$ cat config.mk
export PLATFORM = sky130hd
export DESIGN_NAME = alu_result_queue
export DESIGN_NICKNAME = d
export VERILOG_FILES = /design/src/rtl/alu_result_queue.sv
export SDC_FILE = /design/constraint.sdc
export NUM_CORES = 1
export LEC_CHECK = 0
export ABC_AREA = 1
export BUFFER_PORTS_ARGS = -buffer_cell sky130_fd_sc_hd__clkbuf_2
export CORE_MARGIN = 10
export CORE_UTILIZATION = 57
export CTS_CLUSTER_DIAMETER = 50
export DETAILED_ROUTE_END_ITERATION = 10
export GPL_TIMING_DRIVEN = 0
export PLACE_DENSITY = 0.76
export SYNTH_ARGS = -nofsm -noshare
export SYNTH_HDL_FRONTEND = slang
export SYNTH_SLANG_ARGS = --single-unit
$ cat constraint.sdc
create_clock -name clock -period 3.2 [get_ports clock]
set_input_delay 0.48 -clock clock [delete_from_list [all_inputs] [get_ports clock]]
set_output_delay 0.48 -clock clock [all_outputs]
set_load 0.01 [all_outputs]
$ cat src/rtl/alu_result_queue.sv
// alu_result_queue: first-word-fall-through circular queue of ALU results.
// Zero/negative flags are computed on entry; a free-running push counter survives flush.
module alu_result_queue #(
   parameter int DEPTH = 4
) (
   input  logic                     clock,
   input  logic                     reset_n,
   input  logic                     in_valid,
   output logic                     in_ready,
   input  logic [31:0]              result,
   input  logic [2:0]               operation,
   input  logic                     flush,
   output logic                     out_valid,
   input  logic                     out_ready,
   output logic [31:0]              out_result,
   output logic [2:0]               out_operation,
   output logic                     out_zero,
   output logic                     out_negative,
   output logic [$clog2(DEPTH):0]   count,
   output logic [15:0]              accepted
);

   localparam int AW = $clog2(DEPTH);
   localparam int CW = AW + 1;

   typedef struct packed {
      logic [2:0]  op;
      logic [31:0] res;
      logic        zero;
      logic        neg;
   } entry_t;

   entry_t        mem [DEPTH];
   logic [AW-1:0] wptr;
   logic [AW-1:0] rptr;
   logic [CW-1:0] cnt;
   logic [15:0]   acc;
   logic          push;
   logic          pop;
   entry_t        head;

   assign in_ready  = (cnt < CW'(DEPTH));
   assign out_valid = (cnt != '0);
   assign push      = in_valid & in_ready & ~flush;
   assign pop       = out_valid & out_ready & ~flush;
   assign head      = mem[rptr];
   assign count     = cnt;
   assign accepted  = acc;

   // Storage write; contents are don't-care until written, so no reset
   always_ff @(posedge clock) begin
      if (push) begin
         mem[wptr] <= '{op: operation, res: result,
                        zero: (result == 32'd0), neg: result[31]};
      end
   end

   // Pointers and occupancy; flush overrides any same-cycle push or pop
   always_ff @(posedge clock or negedge reset_n) begin
      if (!reset_n) begin
         wptr <= '0;
         rptr <= '0;
         cnt  <= '0;
      end else if (flush) begin
         wptr <= '0;
         rptr <= '0;
         cnt  <= '0;
      end else begin
         if (push) wptr <= (wptr == AW'(DEPTH - 1)) ? '0 : wptr + AW'(1);
         if (pop)  rptr <= (rptr == AW'(DEPTH - 1)) ? '0 : rptr + AW'(1);
         unique case ({push, pop})
            2'b10:   cnt <= cnt + CW'(1);
            2'b01:   cnt <= cnt - CW'(1);
            default: cnt <= cnt;
         endcase
      end
   end

   // Lifetime push counter, wraps naturally, untouched by flush
   always_ff @(posedge clock or negedge reset_n) begin
      if (!reset_n) acc <= '0;
      else if (push) acc <= acc + 16'd1;
   end

   // Head presentation, forced to zero while the queue is empty
   always_comb begin
      out_result    = '0;
      out_operation = '0;
      out_zero      = 1'b0;
      out_negative  = 1'b0;
      if (out_valid) begin
         out_result    = head.res;
         out_operation = head.op;
         out_zero      = head.zero;
         out_negative  = head.neg;
      end
   end

endmodule

# Word level (Yosys, flattened, before mapping)
# Memories as Yosys holds them, arrays and structs flattened.
# Index checks and enable logic that the tools add are counted.
word_totals:
  register_bits: 23
  ram_bits: 148
  inputBits: 40
  output_inout_bits: 58
  wordCells: 39
  memories: 1
memory_table:
  columns: ["memory", "words", "width", "read_ports", "rd_clocked_by_memory_dff", "write_ports", "line_no", "text"]
  rows:
  - ["mem", 4, 37, 1, 0, 1, "33", "entry_t mem [DEPTH];"]
op_classes:
  addsub: 5
  magnitude_cmp: 1
  eq_ne: 4
  n_mux: 14
  bitwise_logic: 5
  n_reduce_logical: 5
ops:
  columns: ["op", "n"]
  rows:
  - ["32-bit logical NOT", 1]
  - ["32-bit two-way mux", 1]
  - ["16-bit by 1-bit adder with 16-bit output, second input constant", 1]
  - ["2-bit two-way mux", 6]
  - ["2-bit == test, second input constant", 3]
  - ["3-bit two-way mux", 2]
  - ["3-bit one-hot mux with 2 select lines", 1]
  - ["3-bit nonzero test", 2]
  - ["2-bit by 1-bit adder with 2-bit output, second input constant", 2]
  - ["1-bit AND", 4]
  - ["1-bit two-way mux", 4]
  - ["2-bit nonzero test", 2]
  - ["3-bit by 1-bit adder with 3-bit output, second input constant", 1]
  - ["3-bit less-than comparator, second input constant", 1]
  - ["3-bit by 1-bit subtractor with 3-bit output, second input constant", 1]
  - ["2-bit by 1-bit == test with 1-bit output, second input constant", 1]
  - ["1-bit NOT", 1]

# Depth between registers and ports, before layout
depth:
  word_depth: 6
  depth_mapped: 9
  mapped_depth_nobuf: 9

# Least setup slack after synthesis
# No wires, ideal clock.
synth_path:
  kind: "reg-to-reg"
  startpoint: "reg cnt[2] (netlist: count[2])"
  endpoint: "mem mem[0][10] (netlist bit) (enable)"
  arrival_time_ns: 2.410
  required_time_ns: 2.770
  path_slack_ns: 0.361
  path_stages_with_launch: 5
  synth_period_minus_slack_ns: 2.839
  cell_sequence: "dfrtp_1 inv_2 nand3_4 buf_6 nor2_1"
synth_between:
  elab_chain_len: 5
synth_lines:
  columns: ["item", "line_no", "text"]
  rows:
  - ["from (decl)", "36", "logic [CW-1:0] cnt;"]
  - ["from (signal assigned)", "72", "2'b10: cnt <= cnt + CW'(1);"]
  - ["from (signal assigned)", "73", "2'b01: cnt <= cnt - CW'(1);"]
  - ["from (signal assigned)", "74", "default: cnt <= cnt;"]
  - ["3-bit less-than comparator", "42", "assign in_ready = (cnt < CW'(DEPTH));"]
  - ["via in_ready", "9", "output logic in_ready,"]
  - ["1-bit AND (2 in series)", "44", "assign push = in_valid & in_ready & ~flush;"]
  - ["1-bit two-way mux", "52", "if (push) begin"]
  - ["1-bit two-way mux (not written as such)", "53", "mem[wptr] <= '{op: operation, res: result,"]
  - ["to (decl)", "33", null]
# The timed path passes the listed nets, and every way through them passes these cells.

# Worst setup path after layout
layout_path:
  startpoint: "reg rptr[0]"
  endpoint: "out out_result[31]"
layout_between:
  elab_chain_len: 2
layout_lines:
  columns: ["item", "line_no", "text"]
  rows:
  - ["from (decl)", "35", "logic [AW-1:0] rptr;"]
  - ["from (signal assigned)", "70", "if (pop) rptr <= (rptr == AW'(DEPTH - 1)) ? '0 : rptr + AW'(1);"]
  - ["memory read 4 x 37 bit", null, null]
  - ["32-bit two-way mux", "91", "if (out_valid) begin"]
  - ["to (decl)", "15", "output logic [31:0] out_result,"]
# Every way passes these cells.

==> flow_metrics.env <==
export IMPL_startpoint_type="flip-flop"
export IMPL_p_leak_nw=3.26
export IMPL_status="complete, no violations"
export IMPL_die_area_um2=17200
export IMPL_antenna_found_initial=0
export IMPL_synth_top_area_cell="edfxtp_1"
export IMPL_cap_viol_max_count=0
export IMPL_drc=0
export IMPL_ys_seq_area_share_pct=69.7
export IMPL_arrival_ns=2.28
export IMPL_crit_type="reg2out"
export IMPL_die_w_um=131
export IMPL_dp_slack_ns=0.955
export IMPL_ant_nets=0
export IMPL_min_period_ns=2.76
export IMPL_period_share_pct=86.3
export IMPL_synth_nets=662
export IMPL_synth_edf_count=144
export IMPL_synth_seq_cells=167
export IMPL_first_pass_iters=5
export IMPL_ys_async_sr_fraction_pct=13.8
export IMPL_p_seq_share_pct=39.4
export IMPL_path_max_fanout=10
export IMPL_synthSimpleGateAreaFrac_pct=15.2
export IMPL_placed_cells=884
export IMPL_p_sw_mw=2.39
export IMPL_wl_per_cell_um=18.0
export IMPL_synth_area_leaders="edfxtp_1, nor2_1, dfrtp_1, o21ai_0, a21oi_1"
export IMPL_p_total_mw=6.86
export IMPL_hold_buffers=0
export IMPL_crit_chain="inv_2, clkbuf_1, o21ai_0, a21oi_1, buf_4, clkbuf_2"
export IMPL_cts_sinks=167
export IMPL_max_vdd_ir_drop_uv=407
export IMPL_root_buffer="clkbuf_16"
export IMPL_skew_ns=0.00538
export IMPL_die_h_um=131
export IMPL_fin_area_um2=8380
export IMPL_synth_main_ff_cell="edfxtp_1"
export IMPL_synthTopCellsByCount="nor2_1, edfxtp_1, o21ai_0, nand2_1, a21oi_1"
export IMPL_port_buffers=97
export IMPL_post_drt_via_cell_ratio=5.47
export IMPL_grt_max_degree=28
export IMPL_worstSkewPairLatency_ns=0.42
export IMPL_cts_tree="done"
export IMPL_worstMarginPinSlew_ns=0.588
export IMPL_r2r_end="mem[0][17]$_DFFE_PP_"
export IMPL_synth_xor_area_share_pct=1.25
export IMPL_dr_first_iter_drc_count=407
export IMPL_dp_hpwl_um=10800
export IMPL_area_delta_synth_final_pct=19.3
export IMPL_std_cell_rows=40
export IMPL_finalSetupTns_ns=0
export IMPL_crit_required_ns=2.72
export IMPL_final_nets=782
export IMPL_syn_area_per_cell_um2=11.4
export IMPL_crit_buf_inv=4
export IMPL_synth_most_common_cell="nor2_1"
export IMPL_clkSlewWorstSetupHoldPaths_ns=0.06
export IMPL_cpPeakStageDelay_ns=0.47
export IMPL_drv_slew=0
export IMPL_cp_end_kind="primary output"
export IMPL_regToRegStartpoint="count[2]$_DFFE_PN0P_"
export IMPL_setup_violations=0
export IMPL_io_pins=98
export IMPL_synth_mux_area_share_pct=0
export IMPL_synth_cell_types=30
export IMPL_synth_warnings=0
export IMPL_p_comb_share_pct=32.6
export IMPL_synth_top_family_by_area="simple AND/OR/NAND/NOR gates"
export IMPL_switching_share_pct=34.9
export IMPL_hold_class="in2async"
export IMPL_intPower_mw=4.46
export IMPL_max_slew_margin_rel_pct=60.8
export IMPL_via_count=5006
export IMPL_grt_setup_unrepaired="false"
export IMPL_wirelength_um=16500
export IMPL_core_um2=12100
export IMPL_cts_inserted_buffers=17
export IMPL_synth_fa_ha_area_share_pct=1.35
export IMPL_synth_compound_area_share_pct=8.58
export IMPL_layout_cells_non_filler=916
export IMPL_cpMaxStageDelayCell="clkbuf_1"
export IMPL_max_freq_mhz=362
export IMPL_gp_congestion=0.860
export IMPL_synth_top_area_share_pct=61.5
export IMPL_grt_pass1_vias=5080
export IMPL_htree_levels=4
export IMPL_postCtsSetupBuffers=0
export IMPL_nFillCells=850
export IMPL_grt_pass1_wl_um=25700
export IMPL_start_util_pct=58.3
export IMPL_hold_viol_final=0
export IMPL_reg2regPathDepth=5
export IMPL_clockBufferDepth=2
export IMPL_syn_inst=615
export IMPL_grt_ovfl_total=0
export IMPL_drive_gt1_share_pct=22.2
export IMPL_dpl_cell_area_um2=7830
export IMPL_rrSetupSlack_ns=1.28
export IMPL_fin_ws_ns=0.438
export IMPL_post_cts_resized=0
export IMPL_syn_area_um2=7030
export IMPL_p_per_area_nw_per_um2=818
export IMPL_diodes=0
export IMPL_path_delay_family="buffers and inverters"
export IMPL_p_clk_share_pct=27.9
export IMPL_globalRouteTotalUtil_pct=19.6
power by group through the flow:
stage	sequential (mW)	clock, mW	combinational (mW)
2_1_floorplan	2.76	0	1.29
4_1_cts	2.70	1.93	2.27
3_3_place_gp	2.75	0	2.16
6_report	2.70	1.92	2.24
5_1_grt	2.73	2.04	2.48
3_5_place_dp	2.74	0	2.25
worst reg2reg max path, stage by stage, from the launching register on:
cell     delay (ns)
dfrtp_1        0.44
inv_2          0.16
nand3_4        0.13
buf_6          0.19
nor2_4         0.44
buf_12         0.26
registers in the layout, indices dropped and copies added (netlist names):
register,cells
mem,144
rptr,2
accepted,16
wptr,2
count,3
layout by cell type, fill, tap and decap left out, types with 4 or more instances in the layout:
master | Yosys | layout
nand2_1 | 49 | 49
ha_1 | 6 | 6
clkbuf_2 | 0 | 97
buf_12 | 0 | 4
clkbuf_1 | 10 | 14
nor4_1 | 8 | 8
xor2_1 | 7 | 7
buf_4 | 9 | 9
nand3_1 | 14 | 14
clkinv_2 | 0 | 5
buf_2 | 8 | 8
edfxtp_1 | 144 | 144
a21oi_1 | 37 | 37
nor2_4 | 1 | 5
o21ai_0 | 74 | 74
dfrtp_1 | 23 | 23
inv_2 | 7 | 7
o21ai_1 | 8 | 8
clkbuf_16 | 0 | 17
inv_1 | 24 | 24
nand4_1 | 6 | 6
nor2_1 | 162 | 158
layout make-up:
type / instances / area (µm²) / share of cell area, %
Clock buffer: 21 / 440 / 5.26
Buffer: 28 / 156 / 1.87
Multi-Input combinational cell: 389 / 1880 / 22.5
Clock inverter: 11 / 108 / 1.28
Sequential cell: 167 / 4900 / 58.5
Timing Repair Buffer: 101 / 566 / 6.75
Inverter: 31 / 116 / 1.39
Tap cell: 168 / 210 / 2.51
per-layer routing:
layer | GRT usage (%) | wire length (µm)
met1 | 22.9 | 6350
met3 | 5.48 | 1210
met4 | 8.89 | 432
met2 | 33.2 | 8460
met5 | 0 | 0
worst max path at each step:
stage	from	depth (start not counted)	to
after detailed placement	rptr[0]$_DFFE_PN0P_	6	out_result[31]
after global routing	rptr[0]$_DFFE_PN0P_	6	out_result[31]
after floorplan	count[2]$_DFFE_PN0P_	4	mem[0][10]$_DFFE_PP_
after CTS	rptr[0]$_DFFE_PN0P_	6	out_result[31]
after global placement	flush	5	mem[1][17]$_DFFE_PP_
final	rptr[0]$_DFFE_PN0P_	6	out_result[31]
metrics by stage:
stage | utilization, % | hold slack (ns)
global route | 69.5 | 0.0853
CTS | 69.5 | 0.0589
finish | 69.5 | 0.0477
detailed placement | 64.9 | 0.510
floorplan | - | 0.184
global placement | 64.0 | 0.500
kinds of logic after synthesis:
| logic type | count (synthesis) |
|---|---|
| simple gates | 252 |
| flops | 167 |
| fa+ha+maj | 7 |
| buf+inv | 59 |
| compound gates | 120 |
| xor+xnor | 10 |
Note: power is estimated with default switching activity, not from simulation.
